**src/rtl/synth_regs_pkg.sv**
```systemverilog
// Shared register map, field widths and handshake state encoding for the synth
// parameter transfer path.
package synth_regs_pkg;

  localparam int unsigned FCW_W   = 24;
  localparam int unsigned SHIFT_W = 5;

  localparam int unsigned SYNTH_ADDR_MOD_FCW     = 'h20;
  localparam int unsigned SYNTH_ADDR_MOD_SHIFT   = 'h21;
  localparam int unsigned SYNTH_ADDR_SYNTH_SHIFT = 'h22;
  localparam int unsigned SYNTH_ADDR_NOTE_EN     = 'h23;

  typedef enum logic [1:0] {
    IDLE,
    REQ,
    RELEASE
  } tx_state_e;

endpackage

```
**src/rtl/synth_param_tx_if.sv**
```systemverilog
// MMIO write port plus the req/ack snapshot bus between the CPU-side initiator
// and the synth-side receiver.
interface synth_param_tx_if
  import synth_regs_pkg::*;
#(
  parameter int unsigned N_VOICES = 1,
  parameter int unsigned ADDR_W   = 6
);

  logic                      wr_en;
  logic [ADDR_W-1:0]         wr_addr;
  logic [31:0]               wr_data;
  logic [FCW_W*N_VOICES-1:0] cpu_carrier_fcws;
  logic [FCW_W-1:0]          cpu_mod_fcw;
  logic [SHIFT_W-1:0]        cpu_mod_shift;
  logic [N_VOICES-1:0]       cpu_note_en;
  logic [SHIFT_W-1:0]        cpu_synth_shift;
  logic                      cpu_req;
  logic                      cpu_ack;
  logic                      busy;
  logic                      pending;

  modport master (
    input  wr_en, wr_addr, wr_data, cpu_ack,
    output cpu_carrier_fcws, cpu_mod_fcw, cpu_mod_shift, cpu_note_en, cpu_synth_shift,
    output cpu_req, busy, pending
  );

  modport slave (
    output wr_en, wr_addr, wr_data, cpu_ack,
    input  cpu_carrier_fcws, cpu_mod_fcw, cpu_mod_shift, cpu_note_en, cpu_synth_shift,
    input  cpu_req, busy, pending
  );

endinterface

```
**src/rtl/req_ack_tx.sv**
```systemverilog
// Four-phase request/acknowledge initiator FSM; load pulses on the launch edge so
// the parent can freeze its snapshot.
module req_ack_tx
  import synth_regs_pkg::*;
(
  input  logic clk,
  input  logic rst,
  input  logic start,
  input  logic cpu_ack,
  output logic cpu_req,
  output logic busy,
  output logic load
);

  tx_state_e state_q;

  // Never launch while ack is still high, so a stale ack cannot finish a new transfer.
  assign load = (state_q == IDLE) && start && !cpu_ack;

  always_ff @(posedge clk or posedge rst) begin
    if (rst) begin
      state_q <= IDLE;
      cpu_req <= 1'b0;
      busy    <= 1'b0;
    end else begin
      case (state_q)
        IDLE: begin
          if (load) begin
            state_q <= REQ;
            cpu_req <= 1'b1;
            busy    <= 1'b1;
          end
        end
        REQ: begin
          if (cpu_ack) begin
            state_q <= RELEASE;
            cpu_req <= 1'b0;
          end
        end
        RELEASE: begin
          if (!cpu_ack) begin
            state_q <= IDLE;
            busy    <= 1'b0;
          end
        end
        default: begin
          state_q <= IDLE;
          cpu_req <= 1'b0;
          busy    <= 1'b0;
        end
      endcase
    end
  end

endmodule

```
**src/rtl/synth_param_tx.sv**
```systemverilog
// CPU-side parameter initiator: MMIO decode into shadow registers, snapshot on
// launch, one req/ack transfer at a time.
module synth_param_tx
  import synth_regs_pkg::*;
#(
  parameter int unsigned N_VOICES = 1,
  parameter int unsigned ADDR_W   = 6
) (
  input  logic              clk,
  input  logic              rst,
  synth_param_tx_if.master  bus
);

  logic [N_VOICES-1:0]            wr_carrier;
  logic                           wr_mod_fcw, wr_mod_shift, wr_synth_shift, wr_note_en;
  logic                           wr_valid;
  logic                           load;
  logic                           pending_q;

  logic [N_VOICES-1:0][FCW_W-1:0] carrier_q, carrier_snap_q;
  logic [FCW_W-1:0]               mod_fcw_q, mod_fcw_snap_q;
  logic [SHIFT_W-1:0]             mod_shift_q, mod_shift_snap_q;
  logic [SHIFT_W-1:0]             synth_shift_q, synth_shift_snap_q;
  logic [N_VOICES-1:0]            note_en_q, note_en_snap_q;

  logic unused_wr_data;
  assign unused_wr_data = ^bus.wr_data[31:FCW_W];

  always_comb begin
    wr_carrier = '0;
    for (int i = 0; i < int'(N_VOICES); i++) begin
      wr_carrier[i] = bus.wr_en && (bus.wr_addr == ADDR_W'(i));
    end
    wr_mod_fcw     = bus.wr_en && (bus.wr_addr == ADDR_W'(SYNTH_ADDR_MOD_FCW));
    wr_mod_shift   = bus.wr_en && (bus.wr_addr == ADDR_W'(SYNTH_ADDR_MOD_SHIFT));
    wr_synth_shift = bus.wr_en && (bus.wr_addr == ADDR_W'(SYNTH_ADDR_SYNTH_SHIFT));
    wr_note_en     = bus.wr_en && (bus.wr_addr == ADDR_W'(SYNTH_ADDR_NOTE_EN));
    wr_valid       = (|wr_carrier) | wr_mod_fcw | wr_mod_shift | wr_synth_shift | wr_note_en;
  end

  always_ff @(posedge clk or posedge rst) begin
    if (rst) begin
      carrier_q     <= '0;
      mod_fcw_q     <= '0;
      mod_shift_q   <= '0;
      synth_shift_q <= '0;
      note_en_q     <= '0;
    end else begin
      for (int i = 0; i < int'(N_VOICES); i++) begin
        if (wr_carrier[i]) carrier_q[i] <= bus.wr_data[FCW_W-1:0];
      end
      if (wr_mod_fcw)     mod_fcw_q     <= bus.wr_data[FCW_W-1:0];
      if (wr_mod_shift)   mod_shift_q   <= bus.wr_data[SHIFT_W-1:0];
      if (wr_synth_shift) synth_shift_q <= bus.wr_data[SHIFT_W-1:0];
      if (wr_note_en)     note_en_q     <= bus.wr_data[N_VOICES-1:0];
    end
  end

  // A write on the launch edge wins over the clear so it rides the next transfer.
  always_ff @(posedge clk or posedge rst) begin
    if (rst) begin
      pending_q <= 1'b0;
    end else if (wr_valid) begin
      pending_q <= 1'b1;
    end else if (load) begin
      pending_q <= 1'b0;
    end
  end

  always_ff @(posedge clk or posedge rst) begin
    if (rst) begin
      carrier_snap_q     <= '0;
      mod_fcw_snap_q     <= '0;
      mod_shift_snap_q   <= '0;
      synth_shift_snap_q <= '0;
      note_en_snap_q     <= '0;
    end else if (load) begin
      carrier_snap_q     <= carrier_q;
      mod_fcw_snap_q     <= mod_fcw_q;
      mod_shift_snap_q   <= mod_shift_q;
      synth_shift_snap_q <= synth_shift_q;
      note_en_snap_q     <= note_en_q;
    end
  end

  req_ack_tx u_req_ack_tx (
    .clk     (clk),
    .rst     (rst),
    .start   (pending_q),
    .cpu_ack (bus.cpu_ack),
    .cpu_req (bus.cpu_req),
    .busy    (bus.busy),
    .load    (load)
  );

  assign bus.cpu_carrier_fcws = carrier_snap_q;
  assign bus.cpu_mod_fcw      = mod_fcw_snap_q;
  assign bus.cpu_mod_shift    = mod_shift_snap_q;
  assign bus.cpu_synth_shift  = synth_shift_snap_q;
  assign bus.cpu_note_en      = note_en_snap_q;
  assign bus.pending          = pending_q;

endmodule

```
**src/flat_wrapper.sv**
```systemverilog
// flat-port wrapper written by rule: the top's interface ports become plain ports
module synth_param_tx_flat import synth_regs_pkg::*;
#(
  parameter int unsigned N_VOICES = 1,
  parameter int unsigned ADDR_W   = 6
)
  (clk, rst, bus_wr_en, bus_wr_addr, bus_wr_data, bus_cpu_ack, bus_cpu_carrier_fcws, bus_cpu_mod_fcw, bus_cpu_mod_shift, bus_cpu_note_en, bus_cpu_synth_shift, bus_cpu_req, bus_busy, bus_pending);
  synth_param_tx_if #(.N_VOICES(N_VOICES), .ADDR_W(ADDR_W)) bus_i ();
  input  logic clk;
  input  logic rst;
  input wire logic [$bits(bus_i.wr_en)-1:0] bus_wr_en;
  input wire logic [$bits(bus_i.wr_addr)-1:0] bus_wr_addr;
  input wire logic [$bits(bus_i.wr_data)-1:0] bus_wr_data;
  input wire logic [$bits(bus_i.cpu_ack)-1:0] bus_cpu_ack;
  output wire logic [$bits(bus_i.cpu_carrier_fcws)-1:0] bus_cpu_carrier_fcws;
  output wire logic [$bits(bus_i.cpu_mod_fcw)-1:0] bus_cpu_mod_fcw;
  output wire logic [$bits(bus_i.cpu_mod_shift)-1:0] bus_cpu_mod_shift;
  output wire logic [$bits(bus_i.cpu_note_en)-1:0] bus_cpu_note_en;
  output wire logic [$bits(bus_i.cpu_synth_shift)-1:0] bus_cpu_synth_shift;
  output wire logic [$bits(bus_i.cpu_req)-1:0] bus_cpu_req;
  output wire logic [$bits(bus_i.busy)-1:0] bus_busy;
  output wire logic [$bits(bus_i.pending)-1:0] bus_pending;
  assign bus_i.wr_en = bus_wr_en;
  assign bus_i.wr_addr = bus_wr_addr;
  assign bus_i.wr_data = bus_wr_data;
  assign bus_i.cpu_ack = bus_cpu_ack;
  assign bus_cpu_carrier_fcws = bus_i.cpu_carrier_fcws;
  assign bus_cpu_mod_fcw = bus_i.cpu_mod_fcw;
  assign bus_cpu_mod_shift = bus_i.cpu_mod_shift;
  assign bus_cpu_note_en = bus_i.cpu_note_en;
  assign bus_cpu_synth_shift = bus_i.cpu_synth_shift;
  assign bus_cpu_req = bus_i.cpu_req;
  assign bus_busy = bus_i.busy;
  assign bus_pending = bus_i.pending;
  synth_param_tx #(.N_VOICES(N_VOICES), .ADDR_W(ADDR_W)) u_core (.clk(clk), .rst(rst), .bus(bus_i));
endmodule
```
**config.mk**
```make
export PLATFORM = sky130hd
export DESIGN_NAME = synth_param_tx_flat
export DESIGN_NICKNAME = d
export VERILOG_FILES = /design/src/rtl/synth_regs_pkg.sv /design/src/rtl/synth_param_tx_if.sv /design/src/rtl/req_ack_tx.sv /design/src/rtl/synth_param_tx.sv /design/src/flat_wrapper.sv
export SDC_FILE = /design/constraint.sdc
export NUM_CORES = 1
export LEC_CHECK = 0
export CAP_MARGIN = 25
export CORE_MARGIN = 3
export CORE_UTILIZATION = 30
export CTS_BUF_LIST = sky130_fd_sc_hd__clkbuf_2
export DETAILED_ROUTE_END_ITERATION = 16
export HOLD_SLACK_MARGIN = 0.02
export PLACE_DENSITY_LB_ADDON = 0.1
export REMOVE_ABC_BUFFERS = 1
export SLEW_MARGIN = 20
export SYNTH_ARGS = -nofsm -noshare
export SYNTH_HDL_FRONTEND = slang
export SYNTH_SLANG_ARGS = --single-unit
```
**constraint.sdc**
```tcl
create_clock -name clk -period 5.35 [get_ports clk]
set_input_delay 1.3375 -clock clk [delete_from_list [all_inputs] [get_ports clk]]
set_output_delay 1.3375 -clock clk [all_outputs]
set_load 0.02 [all_outputs]
```
Yosys cells after proc, flatten, opt, wreduce, memory -nomap -nowiden --
Cells that the tools add are included.
Cells by class: eq/ne operators 9, mux-type cells 11, bitwise logic cells 6, reduce and logical (&&, ||, !) cells 14
Operator list (number):
- == test 6 bit, second input constant | 4
- AND reduction 3 bit | 3
- logical AND 1 bit | 7
- zero test 6 bit | 1
- two-way mux 2 bit | 3
- case mux 1 bit (3 select lines) | 2
- case mux 2 bit (3 select lines) | 1
- two-way mux 1 bit | 5
- inequality test 2 bit, second input constant | 2
- bitwise OR 1 bit | 4
- == test 2 x 1 -> 1 bit, second input constant | 1
- == test 2 bit, second input constant | 1
- zero test 2 bit | 1
- inequality test 2 x 1 -> 1 bit, second input constant | 1
- inverter 1 bit | 2
- nonzero test 2 bit | 1
- zero test 1 bit | 1
Word-level totals: flip-flop bits (word level) 123, input port bits 42, logic and storage cells 54

Depth between registers and ports, before layout --
word-level depth 7, mapped depth 5, depth with buffers taken out 3

Hierarchy --
A second synthesis with hierarchy kept.
Unflattened totals: cells, all modules 277, area total of the unflattened synthesis 4653.2 µm²
By module, submodules not included:
- synth_param_tx | instances 1, cells each 260, area an instance 4474.3 µm², seq. area each 2977.9 µm²
- req_ack_tx | instances 1, cells each 17, area an instance 178.9 µm², seq. area each 100.1 µm²

Worst setup path before layout --
Ideal clock, no wire load.
kind input-to-reg, start in bus_cpu_ack, end reg u_core.carrier_snap_q, in the netlist u_core.bus.cpu_carrier_fcws[0], library setup time 0.125 ns, arrival time 2.339 ns, path slack 2.886 ns, stages 3, cells stage by stage nor4b_4 -> buf_6 -> mux2_2
Between the ends: word-level cells in the longest chain between the ends 2
RTL lines:
- start, declared | RTL line flat_wrapper.sv:14 | input wire logic [$bits(bus_i.cpu_ack)-1:0] bus_cpu_ack;
- zero test 1 bit
- logical AND 1 bit | RTL line req_ack_tx.sv:18 | assign load = (state_q == IDLE) && start && !cpu_ack;
- end signal, assigned | RTL line synth_param_tx.sv:78 | carrier_snap_q <= carrier_q;
- end, declared | RTL line synth_param_tx.sv:20 | logic [N_VOICES-1:0][FCW_W-1:0] carrier_q, carrier_snap_q;
No other way between the ends. A chain may end at the register's enable or synchronous reset.

Worst setup path after layout --
start reg u_core.pending_q (netlist: u_core.bus.pending), end out bus_pending
RTL lines:
- start, declared | RTL line synth_param_tx.sv:18 | logic pending_q;
- start signal, assigned | RTL line synth_param_tx.sv:62 | pending_q <= 1'b0;
- start signal, assigned | RTL line synth_param_tx.sv:64 | pending_q <= 1'b1;
- start signal, assigned | RTL line synth_param_tx.sv:66 | pending_q <= 1'b0;
- end, declared | RTL line flat_wrapper.sv:22 | output wire logic [$bits(bus_i.pending)-1:0] bus_pending;
No word-level cell between the ends.

==> flow_metrics.tcl <==
set metrics [dict create \
    crit_required_ns 4.01 \
    critPathTopFamily "buffers and inverters" \
    cts_setup_buffers 0 \
    io_pins 104 \
    cellPowerDensity_nw_per_um2 414 \
    grt_pass1_wl_mm 15.6 \
    timing.final.crit_share 0.575 \
    yosys_warnings 0 \
    hold_path.class "flop to flop" \
    yosysSeqAreaShare 0.652 \
    clkPwrFrac 0.229 \
    synth.distinct_cells 24 \
    drive_above_1_share 0.389 \
    tightest_slew_ns 0.858 \
    nNetsFinal 427 \
    grt_antenna_before_repair 1 \
    rr_worst_depth 3 \
    tns_ns 0 \
    slew-limit-headroom 0.427 \
    wl_per_cell_um 15.1 \
    setup_viol 0 \
    grt_pass1_vias 2893 \
    ctsHtreeMaxLevel 4 \
    finalMaxSlewViolations 0 \
    synth-seq-cells 123 \
    crit-reg2reg-launch "u_core.u_req_ack_tx.state_q[0]" \
    cp_max_fo 6 \
    critPathCaptureType "output pin" \
    cp-start-kind "flop" \
    syn_inst 277 \
    synth_common_cells "123 x dfrtp_1, 109 x mux2_2, 9 x mux2_4" \
    crit_type "flop to output pin" \
    numCtsBuffers 17 \
    final_area_um2 6120 \
    routed_wl_mm 9.21 \
    slowest_stage "clkdlybuf4s50_1" \
    clk_latency_ns 0.63 \
    skew_ns 0.0225 \
    min_from "u_core.carrier_q[15]" \
    cts_buffer_depth 2 \
    swShare 0.296 \
    post-place-ws_ns 1.80 \
    cts_root_buffer "clkbuf_2" \
    rsz0062_at_grt "no" \
    die_h_um 131 \
    placed_cell_area_um2 5870 \
    max_freq_mhz 325 \
    area_growth_pct 29.6 \
    slowest_delay_ns 0.64 \
    place_congestion 0.660 \
    leakage_nw 2.86 \
    maxCapViolCount 0 \
    syn_avg_cell_area_um2 17.1 \
    finalNonFillerCells 610 \
    combPwrFrac 0.293 \
    outcome "completed" \
    fillers 1477 \
    clkSinkCount 123 \
    path_clk_slew_ns 0.17 \
    power_frac_seq 0.478 \
    drt_pass1_iterations 4 \
    setup_slack_ns 2.28 \
    design.die.area_um2 17300 \
    multi_input_area_um2 1530 \
    synthArstFlopShare 1.00 \
    postCtsHoldBufs 0 \
    core_area_um2 15300 \
    vdd_drop_max_mv 0.169 \
    grt_max_degree 72 \
    register_area_um2 3080 \
    start_util 0.308 \
    yosysTopAreaCell "dfrtp_1" \
    crit_chain "clkdlybuf4s50_1" \
    grt_usage 0.116 \
    drt-vias-per-instance 4.34 \
    antenna_left 0 \
    drt_iter0_drc 65 \
    hold_violations 0 \
    hpwl_mm 5.85 \
    period_minus_slack_ns 3.07 \
    io_buffers 95 \
    switchingPower_uw 750 \
    cp.depth 1 \
    mappedNetlistArea_um2 4720 \
    p_int_mw 1.79 \
    dp.cells 576 \
    vias 2648 \
    rows 45 \
    yosys_most_used_dff "dfrtp_1" \
    tritoncts "done" \
    crit_arrival_ns 1.74 \
    synth_edf_count 0 \
    cts_resized 0 \
    grt_overflow 0 \
    synth_top_area_share 0.652 \
    synth.most_common_cell "dfrtp_1" \
    fp.dieW_um 131 \
    startpoint "u_core.bus.pending" \
    critPathBufInv 1 \
    drc 0 \
    hold_depth 1 \
    synth.area.top_cells "dfrtp_1 65%, mux2_2 26%, mux2_4 2.9%" \
]
worst reg2reg max path, delay by kind of cell (launching register included):
kind	cells	cell delay (ns)
mux	1	0.45
flops	1	0.49
buf+inv	1	0.63
simple gates	1	0.30
metal layers:
layer  share of wire  wire length (um)  vias to the layer above  track usage
met2            0.48              4440                       61        0.182
met5               0                 0                        -            0
met1            0.45              4160                     1377        0.146
met3           0.054               497                        6       0.0471
met4           0.012               114                        0       0.0420
li1                -                 -                     1204            -
through the flow:
stage / utilization / total power [mW] / hold WS, ns
finish: 0.400 / 2.54 / 0.499
global route: 0.400 / 2.70 / 0.531
CTS: 0.398 / 2.59 / 0.503
detailed placement: 0.383 / 1.99 / 0.486
global placement: 0.383 / 1.98 / 0.483
floorplan: - / 1.65 / 0.474
power by group through the flow:
stage | registers [mW] | logic (mW) | clock network (mW)
6_report | 1.21 | 0.744 | 0.580
5_1_grt | 1.24 | 0.800 | 0.658
4_1_cts | 1.22 | 0.759 | 0.611
3_5_place_dp | 1.24 | 0.758 | 0
3_3_place_gp | 1.23 | 0.750 | 0
2_1_floorplan | 1.36 | 0.292 | 0
layout by cell type (no fill, tap or decap), types with 2 or more instances in the layout:
cell	instances
buf_4	4
bufinv_16	3
clkbuf_2	21
clkdlybuf4s50_1	95
clkinv_1	5
clkinv_2	2
dfrtp_1	123
inv_1	2
mux2_2	109
mux2_4	9
nand3_2	2
nand4b_1	2
nor2_1	2
o21ai_0	2
flip-flops by register name, indices dropped and copies added (netlist names), 2 cells and up:
signal,cells
u_core.mod_fcw_q,24
u_core.bus.cpu_mod_shift,5
u_core.bus.cpu_synth_shift,5
u_core.bus.cpu_mod_fcw,24
u_core.u_req_ack_tx.state_q,2
u_core.bus.cpu_carrier_fcws,24
u_core.carrier_q,24
u_core.synth_shift_q,5
u_core.mod_shift_q,5
layout make-up:
class                   instances  area share
multi-input cells             140       0.250
well taps                     211      0.0431
clock inverters                11      0.0207
inverters                       3     0.00225
repair buffers                100       0.164
flip-flops and latches        123       0.503
diodes                          1    0.000409
clock buffers                  21      0.0172
cell families after synthesis:
logic type	Yosys count	share of synthesized area
flops	123	0.652
xor+xnor	1	0.00185
compound gates	5	0.00662
buf+inv	14	0.0246
simple gates	16	0.0268
mux	118	0.288
final timing paths:
check	to	slack [ns]
setup / recovery	bus_pending	2.28
hold / removal	u_core.bus.cpu_carrier_fcws[15]	0.50
setup reg to reg	u_core.bus.cpu_carrier_fcws[7]	3.38
hold reg to reg	u_core.bus.cpu_carrier_fcws[15]	0.50
max in group asynchronous	u_core.mod_fcw_q[13]	3.57
min in group asynchronous	u_core.mod_fcw_q[6]	1.04
(Power assumes the default switching activity.)
